--- config.mk ---
export PLATFORM = sky130hd
export DESIGN_NAME = uart_frame_rx
export DESIGN_NICKNAME = d
export VERILOG_FILES = /design/src/rtl/uart_frame_rx.sv
export SDC_FILE = /design/constraint.sdc
export NUM_CORES = 1
export LEC_CHECK = 0
export BUFFER_PORTS_ARGS = -buffer_cell sky130_fd_sc_hd__buf_2
export CORE_MARGIN = 2
export CORE_UTILIZATION = 35
export CTS_CLUSTER_SIZE = 12
export DETAILED_ROUTE_END_ITERATION = 7
export REMOVE_ABC_BUFFERS = 1
export SKIP_LAST_GASP = 1
export SLEW_MARGIN = 20
export SYNTH_ARGS = -nofsm -noshare
export SYNTH_HDL_FRONTEND = slang
export SYNTH_SLANG_ARGS = --single-unit
--- constraint.sdc ---
create_clock -name i_Clk -period 2 [get_ports i_Clk]
set_clock_uncertainty 0.2 [all_clocks]
set_input_delay 0.1 -clock i_Clk [delete_from_list [all_inputs] [get_ports i_Clk]]
set_output_delay 0.1 -clock i_Clk [all_outputs]
set_load 0.01 [all_outputs]
--- src/rtl/uart_frame_rx.sv ---
// uart_frame_rx: 8N1 UART receiver feeding a frame loader.
// Bytes are deserialised from i_Rx. A SYNC_BYTE arms the loader, which
// then writes the next BYTES_PER_FRAME bytes into the frame RAM write port.
// The loader aborts with a sticky error on a byte framing error or on an
// inter-byte idle gap of TIMEOUT_CLKS clocks.
//
// Ports:
//   i_Clk          system clock, rising edge
//   i_Rst          synchronous active-high reset
//   i_Rx           asynchronous serial line (idles high)
//   o_Byte_Valid   1-cycle pulse, o_Byte_Data holds a good byte
//   o_Byte_Data    last good byte
//   o_Wr_En        1-cycle RAM write strobe
//   o_Wr_Addr      RAM write address
//   o_Wr_Data      RAM write data
//   o_Frame_Done   1-cycle pulse with the last write of a frame
//   o_Frame_Error  sticky error, cleared by next sync byte or reset
//   o_Rx_Active    bit receiver is busy (not IDLE)
module uart_frame_rx #(
    parameter int         CLKS_PER_BIT    = 1085,
    parameter int         BYTES_PER_FRAME = 9216,
    parameter int         ADDR_WIDTH      = 15,
    parameter logic [7:0] SYNC_BYTE       = 8'hAA,
    parameter int         TIMEOUT_CLKS    = 21700
) (
    input  logic                  i_Clk,
    input  logic                  i_Rst,
    input  logic                  i_Rx,
    output logic                  o_Byte_Valid,
    output logic [7:0]            o_Byte_Data,
    output logic                  o_Wr_En,
    output logic [ADDR_WIDTH-1:0] o_Wr_Addr,
    output logic [7:0]            o_Wr_Data,
    output logic                  o_Frame_Done,
    output logic                  o_Frame_Error,
    output logic                  o_Rx_Active
);

    localparam int CW = (CLKS_PER_BIT > 2) ? $clog2(CLKS_PER_BIT) : 1;
    localparam int TW = $clog2(TIMEOUT_CLKS + 1);

    localparam logic [CW-1:0]         HALF_CNT = CW'((CLKS_PER_BIT - 1) / 2);
    localparam logic [CW-1:0]         FULL_CNT = CW'(CLKS_PER_BIT - 1);
    localparam logic [TW-1:0]         TO_LIM   = TW'(TIMEOUT_CLKS);
    localparam logic [ADDR_WIDTH-1:0] LAST_ADDR = ADDR_WIDTH'(BYTES_PER_FRAME - 1);

    typedef enum logic [1:0] {IDLE, START, DATA, STOP} bit_state_t;
    typedef enum logic       {WAIT_SYNC, LOAD}          frame_state_t;

    // ------------------------------------------------------------------
    // Input synchroniser (resets to the idle line level)
    // ------------------------------------------------------------------
    logic rx_meta, rx_s;

    always_ff @(posedge i_Clk) begin
        if (i_Rst) begin
            rx_meta <= 1'b1;
            rx_s    <= 1'b1;
        end else begin
            rx_meta <= i_Rx;
            rx_s    <= rx_meta;
        end
    end

    // ------------------------------------------------------------------
    // Bit FSM
    // ------------------------------------------------------------------
    bit_state_t    bit_st, bit_nxt;
    logic [CW-1:0] clk_cnt;
    logic [2:0]    bit_idx;
    logic [7:0]    shift;
    logic          cnt_clr, start_ok, bit_sample, byte_ok, byte_bad;
    logic          byte_err;

    always_comb begin
        bit_nxt    = bit_st;
        cnt_clr    = 1'b0;
        start_ok   = 1'b0;
        bit_sample = 1'b0;
        byte_ok    = 1'b0;
        byte_bad   = 1'b0;
        case (bit_st)
            IDLE: begin
                cnt_clr = 1'b1;
                if (!rx_s) bit_nxt = START;
            end
            START: begin
                if (clk_cnt == HALF_CNT) begin
                    cnt_clr = 1'b1;
                    // Line back high at mid-start: a glitch, not a byte.
                    if (rx_s) begin
                        bit_nxt = IDLE;
                    end else begin
                        bit_nxt  = DATA;
                        start_ok = 1'b1;
                    end
                end
            end
            DATA: begin
                if (clk_cnt == FULL_CNT) begin
                    cnt_clr    = 1'b1;
                    bit_sample = 1'b1;
                    if (bit_idx == 3'd7) bit_nxt = STOP;
                end
            end
            STOP: begin
                if (clk_cnt == FULL_CNT) begin
                    cnt_clr = 1'b1;
                    bit_nxt = IDLE;
                    if (rx_s) byte_ok  = 1'b1;
                    else      byte_bad = 1'b1;
                end
            end
            default: bit_nxt = IDLE;
        endcase
    end

    always_ff @(posedge i_Clk) begin
        if (i_Rst) begin
            bit_st       <= IDLE;
            clk_cnt      <= '0;
            bit_idx      <= '0;
            shift        <= '0;
            o_Byte_Valid <= 1'b0;
            o_Byte_Data  <= '0;
            byte_err     <= 1'b0;
        end else begin
            bit_st  <= bit_nxt;
            clk_cnt <= cnt_clr ? '0 : clk_cnt + 1'b1;
            if (start_ok)
                bit_idx <= '0;
            else if (bit_sample)
                bit_idx <= bit_idx + 1'b1;
            if (bit_sample)
                shift[bit_idx] <= rx_s;
            o_Byte_Valid <= byte_ok;
            if (byte_ok)
                o_Byte_Data <= shift;
            byte_err <= byte_bad;
        end
    end

    assign o_Rx_Active = (bit_st != IDLE);

    // ------------------------------------------------------------------
    // Frame FSM
    // ------------------------------------------------------------------
    frame_state_t            fr_st, fr_nxt;
    logic [ADDR_WIDTH-1:0]   addr_cnt;
    logic [TW-1:0]           to_cnt;
    logic                    do_write, last_write, set_err, clr_err;

    always_comb begin
        fr_nxt     = fr_st;
        do_write   = 1'b0;
        last_write = 1'b0;
        set_err    = 1'b0;
        clr_err    = 1'b0;
        case (fr_st)
            WAIT_SYNC: begin
                if (o_Byte_Valid && (o_Byte_Data == SYNC_BYTE)) begin
                    fr_nxt  = LOAD;
                    clr_err = 1'b1;
                end
            end
            LOAD: begin
                // A byte arriving on the timeout cycle takes priority.
                if (o_Byte_Valid) begin
                    do_write = 1'b1;
                    if (addr_cnt == LAST_ADDR) begin
                        last_write = 1'b1;
                        fr_nxt     = WAIT_SYNC;
                    end
                end else if (byte_err || (to_cnt == TO_LIM)) begin
                    set_err = 1'b1;
                    fr_nxt  = WAIT_SYNC;
                end
            end
            default: fr_nxt = WAIT_SYNC;
        endcase
    end

    always_ff @(posedge i_Clk) begin
        if (i_Rst) begin
            fr_st         <= WAIT_SYNC;
            addr_cnt      <= '0;
            to_cnt        <= '0;
            o_Wr_En       <= 1'b0;
            o_Wr_Addr     <= '0;
            o_Wr_Data     <= '0;
            o_Frame_Done  <= 1'b0;
            o_Frame_Error <= 1'b0;
        end else begin
            fr_st <= fr_nxt;

            // Idle gap counter only runs while loading.
            if ((fr_st != LOAD) || o_Byte_Valid)
                to_cnt <= '0;
            else
                to_cnt <= to_cnt + 1'b1;

            if (clr_err)
                addr_cnt <= '0;
            else if (do_write && !last_write)
                addr_cnt <= addr_cnt + 1'b1;

            o_Wr_En      <= do_write;
            o_Frame_Done <= last_write;
            if (do_write) begin
                o_Wr_Addr <= addr_cnt;
                o_Wr_Data <= o_Byte_Data;
            end

            if (clr_err)
                o_Frame_Error <= 1'b0;
            else if (set_err)
                o_Frame_Error <= 1'b1;
        end
    end

endmodule
==> impl_metrics.json, run 1 <==
{
  "reg2reg_slack_ps": 50,
  "hold_class": "reg -> reg",
  "ant_nets": 0,
  "nFillCells": 1152,
  "p_clk_share_pct": 47.6,
  "synthArstFlopShare_pct": 0,
  "synthCells": 461,
  "timing.rr.end": "fr_st$_SDFF_PP0_",
  "drv_slew": 0,
  "num_rows": 39,
  "cts_inserted_buffers": 9,
  "ios": 39,
  "critPathCapture": "fr_st$_SDFF_PP0_",
  "ys_seq_elements": 93,
  "grt_use_total_pct": 14.4,
  "synth_flop_cell": "dfxtp_1",
  "design_area_um2": 4830,
  "crit_type": "reg -> reg",
  "grt_start_max_net_pins": 28,
  "end_kind": "flip-flop",
  "cts_buffer_depth": 2,
  "dpl.hpwl_mm": 6.00,
  "power_switching_uw": 708,
  "placed_area_um2": 4500,
  "setup_violations": 0,
  "die_area_um2": 12500,
  "grt_pass1_vias": 3195,
  "drc": 0,
  "via_per_inst": 5.07,
  "drive_gt1_share_pct": 16.7,
  "synth_edf_count": 0,
  "placedCellCount": 636,
  "clkTransAtPathRegs_ps": 60,
  "seqPwrFrac_pct": 50.5,
  "worstReg2RegStart": "addr_cnt[10]$_SDFFE_PP0P_",
  "antenna_found_initial": 0,
  "worst-path-max-fanout": 8,
  "pwr-share-comb_pct": 1.8,
  "relSlewSlack_pct": 71.1,
  "grt_pass1_wl_mm": 14.9,
  "drt-total-wl_mm": 8.48,
  "worst_pin_slew_ps": 433,
  "io_buffer_count": 38,
  "fin_cells": 653,
  "ff2ff_path_depth": 4,
  "final_core_utilization_pct": 42.5,
  "vdd_drop_max_mv": 0.448,
  "ys_warn_count": 0,
  "area_delta_synth_final_pct": 18.6,
  "period_needed_ps": 1950,
  "floorplan.initialDensity_pct": 35.8,
  "netlist_area_um2": 4070,
  "worst_path_max_delay_cell": "or3_4",
  "p_leak_nw": 1.80,
  "max_stage_delay_ps": 430,
  "insertion_delay_ps": 340,
  "dr.pass1.iters": 4,
  "fin_ws_ps": 54.6,
  "finalNetCount": 518,
  "max_freq_mhz": 514,
  "arrival_ps": 1970,
  "globalplace.congestion": 0.816,
  "ys_seq_area_share_pct": 45.7,
  "root_buffer": "clkbuf_16",
  "required_ps": 2020,
  "cts_tree": "built",
  "period_share_pct": 97.3,
  "synth_cell_types": 47,
  "place_ws_ps": 68.8,
  "p_int_mw": 2.97,
  "crit_path_start_kind": "flip-flop",
  "die_h_um": 112,
  "htreeDepth": 3,
  "p_per_area_nw_per_um2": 761,
  "cp-startpoint": "addr_cnt[10]$_SDFFE_PP0P_",
  "chipWidth_um": 112,
  "crit_chain": "or3_4, nor2_2, nand4_1, a221o_1",
  "gr-total-overflow": 0,
  "diodes": 0,
  "multi_input_area_um2": 2080,
  "coreArea_um2": 11400,
  "hold_viol_final": 0,
  "regArea_um2": 1860,
  "clock_sinks": 93,
  "cap_viol_max_count": 0,
  "rsz0062_at_grt": "false",
  "synth_area_per_cell_um2": 8.83,
  "vias": 3312,
  "switching_share_pct": 19.3,
  "wl_per_cell_um": 13.0,
  "status": "completed",
  "dr.first_iter.drc_count": 146
}
## logic make-up (layout without fill, tap and decap cells)
| logic type | Yosys count | after routing | synth area share, % |
|---|---|---|---|
| and+or+nand+nor | 221 | 221 | 29.7 |
| DFF | 93 | 93 | 45.7 |
| AOI/OAI and AO/OA | 63 | 63 | 9.28 |
| buffers and inverters | 35 | 84 | 3.41 |
| muxes | 21 | 21 | 5.16 |
| xor gates and xnor gates | 20 | 20 | 4.30 |
| adders and majority gates | 8 | 8 | 2.46 |
## layout make-up
| cell class | instances | share of cell area (%) |
|---|---|---|
| Inverter | 9 | 0.700 |
| Clock buffer | 12 | 4.90 |
| Clock inverter | 2 | 1.24 |
| Tap cell | 143 | 3.71 |
| Multi-Input combinational cell | 333 | 43.0 |
| Sequential cell | 93 | 38.6 |
| Timing Repair Buffer | 61 | 7.88 |
## cells in the final DEF, fill, tap and decap left out, types with 5 or more instances in the layout
| cell type | n |
|---|---|
| o31ai_1 | 5 |
| xor2_1 | 10 |
| nor4bb_1 | 6 |
| or4_1 | 5 |
| nand2_1 | 70 |
| nor3_1 | 10 |
| xnor2_1 | 10 |
| nand3_1 | 14 |
| nand4b_1 | 6 |
| buf_4 | 20 |
| nand4_1 | 8 |
| nor2_1 | 40 |
| nand2b_1 | 19 |
| a21oi_1 | 39 |
| nand3b_1 | 5 |
| clkbuf_16 | 9 |
| or2_2 | 5 |
| and4_1 | 6 |
| dfxtp_1 | 93 |
| o21ai_0 | 6 |
| mux2i_1 | 21 |
| buf_2 | 38 |
| inv_1 | 9 |
| ha_1 | 8 |
## worst max-delay path, delay by kind of cell (launching register included)
family | cells | cell delay [ps]
AND/OR/NAND/NOR | 3 | 900
AO/OA/AOI/OAI | 1 | 380
flip-flops | 1 | 350
## layer usage
layer  vias up  part of all wire (%)  track usage, %
li1       1693                     -               -
met1      1556                    47            18.7
met2        55                    47            22.9
met3         8                   4.8            5.44
met4         0                  0.80            3.21
met5         -                     0               0
## worst min-delay path by stage
stage               cells past startpoint                         to          startpoint
finish                                  1            rx_s$_SDFF_PP1_  rx_meta$_SDFF_PP1_
global route                            1            rx_s$_SDFF_PP1_  rx_meta$_SDFF_PP1_
CTS                                     1            rx_s$_SDFF_PP1_  rx_meta$_SDFF_PP1_
detailed placement                      2         rx_meta$_SDFF_PP1_                i_Rx
global placement                        2         rx_meta$_SDFF_PP1_                i_Rx
floorplan                               1  o_Wr_Addr[0]$_SDFFE_PP0P_               i_Rst
## repair_timing
action | in CTS | in global routing
hold endpoints to repair | 7 | 0
buffers inserted | 0 | 1
resized for setup | 0 | 2
hold buffers | 2 | 0
setup endpoints to repair | 0 | 7
## power groups by stage
stage,Clock [mW],Combinational [mW],Sequential [mW]
after global routing,1.87,0.0747,1.86
after detailed placement,0,0.0652,1.90
after CTS,1.80,0.0681,1.86
after floorplan,0,0.0263,1.90
final,1.75,0.0674,1.86
after global placement,0,0.0648,1.90
## cell usage after synthesis (all sizes together), types with 5 or more instances
| cell type | instances | area, um2 |
|---|---|---|
| a21oi | 39 | 195 |
| and4 | 6 | 52.6 |
| buf | 6 | 28.8 |
| clkbuf | 20 | 76.3 |
| dfxtp | 93 | 1860 |
| ha | 8 | 100 |
| inv | 9 | 33.8 |
| mux2i | 21 | 210 |
| nand2 | 70 | 263 |
| nand2b | 19 | 119 |
| nand3 | 15 | 75.1 |
| nand3b | 5 | 37.5 |
| nand4 | 8 | 50.1 |
| nand4b | 6 | 52.6 |
| nor2 | 41 | 156 |
| nor3 | 10 | 50.1 |
| nor4 | 6 | 67.6 |
| nor4bb | 6 | 60.1 |
| o21ai | 6 | 30.0 |
| o31ai | 5 | 37.5 |
| or2 | 6 | 37.5 |
| or3 | 6 | 47.5 |
| or4 | 5 | 37.5 |
| xnor2 | 10 | 87.6 |
| xor2 | 10 | 87.6 |
## flip-flops by register name, summed over array words and instances (netlist names), 3 cells and up, named ones only
| name | flops |
|---|---|
| addr_cnt | 15 |
| o_Wr_Addr | 15 |
| to_cnt | 15 |
| clk_cnt | 11 |
| o_Byte_Data | 8 |
| o_Wr_Data | 8 |
| shift | 8 |
| bit_idx | 3 |
## through the flow
step	total power, mW	TNS [ps]	hold slack (ps)
floorplan	1.93	-42.9	-30.9
global placement	1.96	0	105
detailed placement	1.96	0	107
CTS	3.72	0	208
global route	3.80	0	222
finish	3.68	0	208
(Power assumes the default switching activity.)
==> run 2: changes to the inputs <==
--- a/config.mk
+++ b/config.mk
@@ -5,11 +5,11 @@
 export SDC_FILE = /design/constraint.sdc
 export NUM_CORES = 1
 export LEC_CHECK = 0
-export BUFFER_PORTS_ARGS = -buffer_cell sky130_fd_sc_hd__buf_2
 export CORE_MARGIN = 2
 export CORE_UTILIZATION = 35
 export CTS_CLUSTER_SIZE = 12
 export DETAILED_ROUTE_END_ITERATION = 7
+export DONT_BUFFER_PORTS = 1
 export REMOVE_ABC_BUFFERS = 1
 export SKIP_LAST_GASP = 1
 export SLEW_MARGIN = 20
==> run 2 against run 1 <==
Against the previous run:
- routed wire length grew 2.0%
- combinational power decreased by 1%
- critical path type unchanged
- largest cell class unchanged
- maximum frequency up 3.3%
==> impl_metrics.json, run 2 (synthesis results as in run 1) <==
{
  "globalplace.congestion": 0.832,
  "io_buffer_count": 0,
  "num_rows": 39,
  "antenna_found_initial": 0,
  "dpl.hpwl_mm": 6.08,
  "final_cell_mix": "92 x dfxtp_1, 70 x nand2_1, 40 x nor2_1",
  "period_share_pct": 94.1,
  "multi_input_area_um2": 2080,
  "hold_viol_final": 0,
  "drv_slew": 0,
  "fin_ws_ps": 117,
  "setup_violations": 0,
  "arrival_ps": 1890,
  "worst_pin_slew_ps": 526,
  "regArea_um2": 1860,
  "grt_start_max_net_pins": 63,
  "finalNetCount": 487,
  "cts_buffer_depth": 2,
  "hold_class": "in -> reg",
  "cap_viol_max_count": 0,
  "design_area_um2": 4760,
  "vdd_drop_max_mv": 0.660,
  "crit_chain": "ha_1, and4_1, nand3_1, buf_4, o31ai_1, a21oi_1",
  "end_kind": "flip-flop",
  "p_per_area_nw_per_um2": 806,
  "drc": 0,
  "coreArea_um2": 11400,
  "critPathTopFamily": "compound AO/OA/AOI/OAI gates",
  "htreeDepth": 3,
  "vias": 3263,
  "fin_cells": 624,
  "grt_pass1_vias": 3246,
  "grt_pass1_wl_mm": 15.1,
  "drive_gt1_share_pct": 12.1,
  "wl_per_cell_um": 13.9,
  "required_ps": 2010,
  "period_needed_ps": 1880,
  "ant_nets": 0,
  "gr-total-overflow": 0,
  "floorplan.initialDensity_pct": 35.8,
  "chipWidth_um": 112,
  "crit_path_start_kind": "flip-flop",
  "p_leak_nw": 1.66,
  "place_ws_ps": 59.7,
  "placed_area_um2": 4350,
  "die_area_um2": 12500,
  "placedCellCount": 603,
  "largestRegisters": "addr_cnt x15, o_Wr_Addr x15, to_cnt x15",
  "area_delta_synth_final_pct": 17.0,
  "dr.first_iter.drc_count": 201,
  "dr.pass1.iters": 6,
  "die_h_um": 112,
  "final_common_cell": "dfxtp_1",
  "max_stage_delay_ps": 390,
  "cp_num_buf_inv": 1,
  "status": "completed",
  "diodes": 0,
  "cts_tree": "built",
  "grt_use_total_pct": 14.6,
  "max_freq_mhz": 531,
  "ios": 39,
  "cts_inserted_buffers": 9,
  "root_buffer": "clkbuf_16",
  "drt-total-wl_mm": 8.65,
  "crit_type": "reg -> reg",
  "relSlewSlack_pct": 64.5,
  "insertion_delay_ps": 340,
  "worst_path_max_delay_cell": "dfxtp_1",
  "nFillCells": 1152,
  "clkTransAtPathRegs_ps": 60,
  "rsz0062_at_grt": "true",
  "clock_sinks": 93,
  "via_per_inst": 5.23,
  "worst-path-max-fanout": 5
}
run 2: cell count changes in the layout (fill, tap and decap cells not counted), sizes merged:
| cell | previous run | this run |
|---|---|---|
| dlygate4sd3 | 2 | 3 |
| clkinv | 0 | 2 |
| clkinvlp | 0 | 1 |
| buf | 59 | 27 |
| bufinv | 2 | 3 |
| clkbuf | 12 | 10 |
run 2: per-layer routing:
metal | share of wire, % | up-vias | global-route usage [%]
met5 | 0 | - | 0
met4 | 1.9 | 0 | 5.60
met3 | 3.8 | 16 | 4.25
met2 | 48 | 54 | 23.2
met1 | 47 | 1554 | 18.8
li1 | - | 1639 | -
run 2: power by group:
part | switching (mW) | internal [mW]
logic | 0.0384 | 0.0279
clock network | 0.696 | 1.22
registers | 0.00214 | 1.86
total | 0.737 | 3.10
run 2: cell type report:
type                    count  share of cell area [%]
repair buffers             30                    5.65
flip-flops and latches     93                    39.1
multi-input cells         333                    43.6
inverters                   9                   0.709
clock inverters             6                    2.34
well taps                 143                    3.76
clock buffers              10                    4.81
run 2: path summary, 6_finish.rpt:
path / end / start / slack (ps) / depth (start not counted)
setup / recovery: addr_cnt[14]$_SDFFE_PP0P_ / addr_cnt[0]$_SDFFE_PP0P_ / 120 / 6
hold / removal: rx_meta$_SDFF_PP1_ / i_Rx / 210 / 2
setup reg to reg: addr_cnt[14]$_SDFFE_PP0P_ / addr_cnt[0]$_SDFFE_PP0P_ / 120 / 6
hold reg to reg: rx_s$_SDFF_PP1_ / rx_meta$_SDFF_PP1_ / 210 / 1
run 2: timing repair:
action                                  in CTS  in global routing
hold buffers                                 4                  0
endpoints found under the setup margin       0                 16
gates resized for setup                      0                  7
setup buffers                                0                  1
endpoints found under the hold margin       83                  0
run 2: worst register-to-register path, stage by stage, from the launching register on:
cell and delay [ps]:
dfxtp_1 390, ha_1 230, and4_1 220, nand3_1 110, buf_4 180, o31ai_1 330, a21oi_1 110
run 2: stage by stage:
step | hold WS [ps] | util, % | TNS [ps] | power, mW
after global routing | 209 | 41.9 | -10.8 | 3.96
after floorplan | -30.9 | - | -42.9 | 1.93
after global placement | -26.5 | 38.2 | 0 | 1.94
after detailed placement | -24.4 | 38.2 | 0 | 1.94
final | 205 | 41.9 | 0 | 3.84
after CTS | 191 | 41.7 | 0 | 3.89
==> run 3: changes to the inputs <==
--- a/config.mk
+++ b/config.mk
@@ -10,6 +10,7 @@
 export CTS_CLUSTER_SIZE = 12
 export DETAILED_ROUTE_END_ITERATION = 7
 export DONT_BUFFER_PORTS = 1
+export PLACE_DENSITY = 0.58
 export REMOVE_ABC_BUFFERS = 1
 export SKIP_LAST_GASP = 1
 export SLEW_MARGIN = 20
==> constraint.sdc (replaced) <==
create_clock -name i_Clk -period 2 [get_ports i_Clk]
set_clock_uncertainty 0.2 [all_clocks]
set_input_delay 0.4 -clock i_Clk [delete_from_list [all_inputs] [get_ports i_Clk]]
set_output_delay 0.4 -clock i_Clk [all_outputs]
set_load 0.01 [all_outputs]
==> run 3 against run 2 <==
Against the previous run:
- sequential power barely moved
- flip-flop and latch count did not move
- sequential share of layout area barely moved
- design area barely moved
- die area did not move
- critical path type unchanged
==> impl_metrics.json, run 3 (synthesis results as in run 1) <==
{
  "grt_start_max_net_pins": 42,
  "worst-path-max-fanout": 8,
  "floorplan.initialDensity_pct": 35.8,
  "cts_inserted_buffers": 9,
  "crit_path_start_kind": "flip-flop",
  "fin_cells": 630,
  "critPathTopFamily": "simple AND/OR/NAND/NOR gates",
  "ios": 39,
  "placedCellCount": 600,
  "htreeDepth": 3,
  "antenna_found_initial": 0,
  "vdd_drop_max_mv": 0.508,
  "diodes": 0,
  "end_kind": "flip-flop",
  "num_rows": 39,
  "area_delta_synth_final_pct": 17.0,
  "rsz0062_at_grt": "true",
  "globalplace.congestion": 0.804,
  "grt_pass1_vias": 3155,
  "vias": 3245,
  "fin_ws_ps": 71.5,
  "crit_chain": "or3_4, nor2_2, nand4_1, a221o_1",
  "max_freq_mhz": 519,
  "dpl.hpwl_mm": 6.00,
  "relSlewSlack_pct": 44.1,
  "root_buffer": "clkbuf_16",
  "die_h_um": 112,
  "p_per_area_nw_per_um2": 760,
  "gr-total-overflow": 0,
  "cts_buffer_depth": 2,
  "ant_nets": 0,
  "period_needed_ps": 1930,
  "cp_num_buf_inv": 0,
  "place_ws_ps": 74.1,
  "cap_viol_max_count": 0,
  "required_ps": 2030,
  "clkTransAtPathRegs_ps": 60,
  "max_stage_delay_ps": 430,
  "hold_viol_final": 0,
  "largestRegisters": "addr_cnt x15, o_Wr_Addr x15, to_cnt x15",
  "dr.pass1.iters": 5,
  "period_share_pct": 96.4,
  "drive_gt1_share_pct": 11.5,
  "worst_pin_slew_ps": 839,
  "hold_class": "in -> reg",
  "die_area_um2": 12500,
  "status": "completed",
  "clock_sinks": 93,
  "coreArea_um2": 11400,
  "setup_violations": 0,
  "nFillCells": 1135,
  "finalNetCount": 493,
  "p_leak_nw": 1.67,
  "via_per_inst": 5.15,
  "drc": 0,
  "dr.first_iter.drc_count": 152,
  "arrival_ps": 1960,
  "final_common_cell": "dfxtp_1",
  "final_cell_mix": "92 x dfxtp_1, 70 x nand2_1, 40 x nor2_1",
  "io_buffer_count": 0,
  "chipWidth_um": 112,
  "cts_tree": "built",
  "grt_use_total_pct": 14.8,
  "final_core_utilization_pct": 41.9,
  "insertion_delay_ps": 340,
  "grt_pass1_wl_mm": 15.2,
  "worst_path_max_delay_cell": "or3_4",
  "finalSetupTns_ps": 0,
  "wl_per_cell_um": 14.0,
  "drt-total-wl_mm": 8.84,
  "drv_slew": 0,
  "crit_type": "reg -> reg"
}
-- run 3: layout make-up --
class / count / area (um2) / area share, %
repair buffers: 35 / 293 / 6.15
inverters: 9 / 33.8 / 0.709
flip-flops and latches: 93 / 1860 / 39.1
clock buffers: 11 / 243 / 5.10
multi-input cells: 334 / 2090 / 43.9
well taps: 143 / 179 / 3.76
clock inverters: 5 / 58.8 / 1.23
-- run 3: what timing repair did --
item / 4_1_cts / 5_1_grt
hold endpoints to repair: 31 / 0
resized for setup: 0 / 5
endpoints found under the setup margin: 0 / 19
buffers inserted: 0 / 2
hold buffers: 11 / 0
-- run 3: final timing paths --
check | startpoint | endpoint | slack (ps) | cells past startpoint
worst max-delay path | addr_cnt[10]$_SDFFE_PP0P_ | fr_st$_SDFF_PP0_ | 70 | 4
worst min register to register | rx_meta$_SDFF_PP1_ | rx_s$_SDFF_PP1_ | 210 | 1
worst min-delay path | i_Rst | addr_cnt[3]$_SDFFE_PP0P_ | 50 | 3
worst max register to register | addr_cnt[10]$_SDFFE_PP0P_ | fr_st$_SDFF_PP0_ | 70 | 4
-- run 3: worst min-delay path, stage by stage --
cell and delay, ps:
nor2_1 30, nand2_1 50, mux2i_1 50
-- run 3: layer usage --
metal	vias to the layer above	wire, um	track usage, %
met2	42	4130	24.2
met4	0	120	4.44
met3	12	351	4.74
met5	-	0	0
met1	1539	4230	18.7
li1	1652	-	-
-- run 3: metrics by stage --
step	hold WS (ps)	power (mW)	cell area (um2)
after floorplan	189	1.93	3970
after global placement	199	1.94	4310
after detailed placement	201	1.94	4310
after CTS	30.3	3.66	4720
after global routing	57.3	3.76	4760
final	49.5	3.62	4760
-- run 3: report_power, final --
part           switching, mW  total [mW]  internal, mW
clock network          0.707        1.71          1.01
logic                 0.0266      0.0479        0.0214
registers            0.00271        1.86          1.86
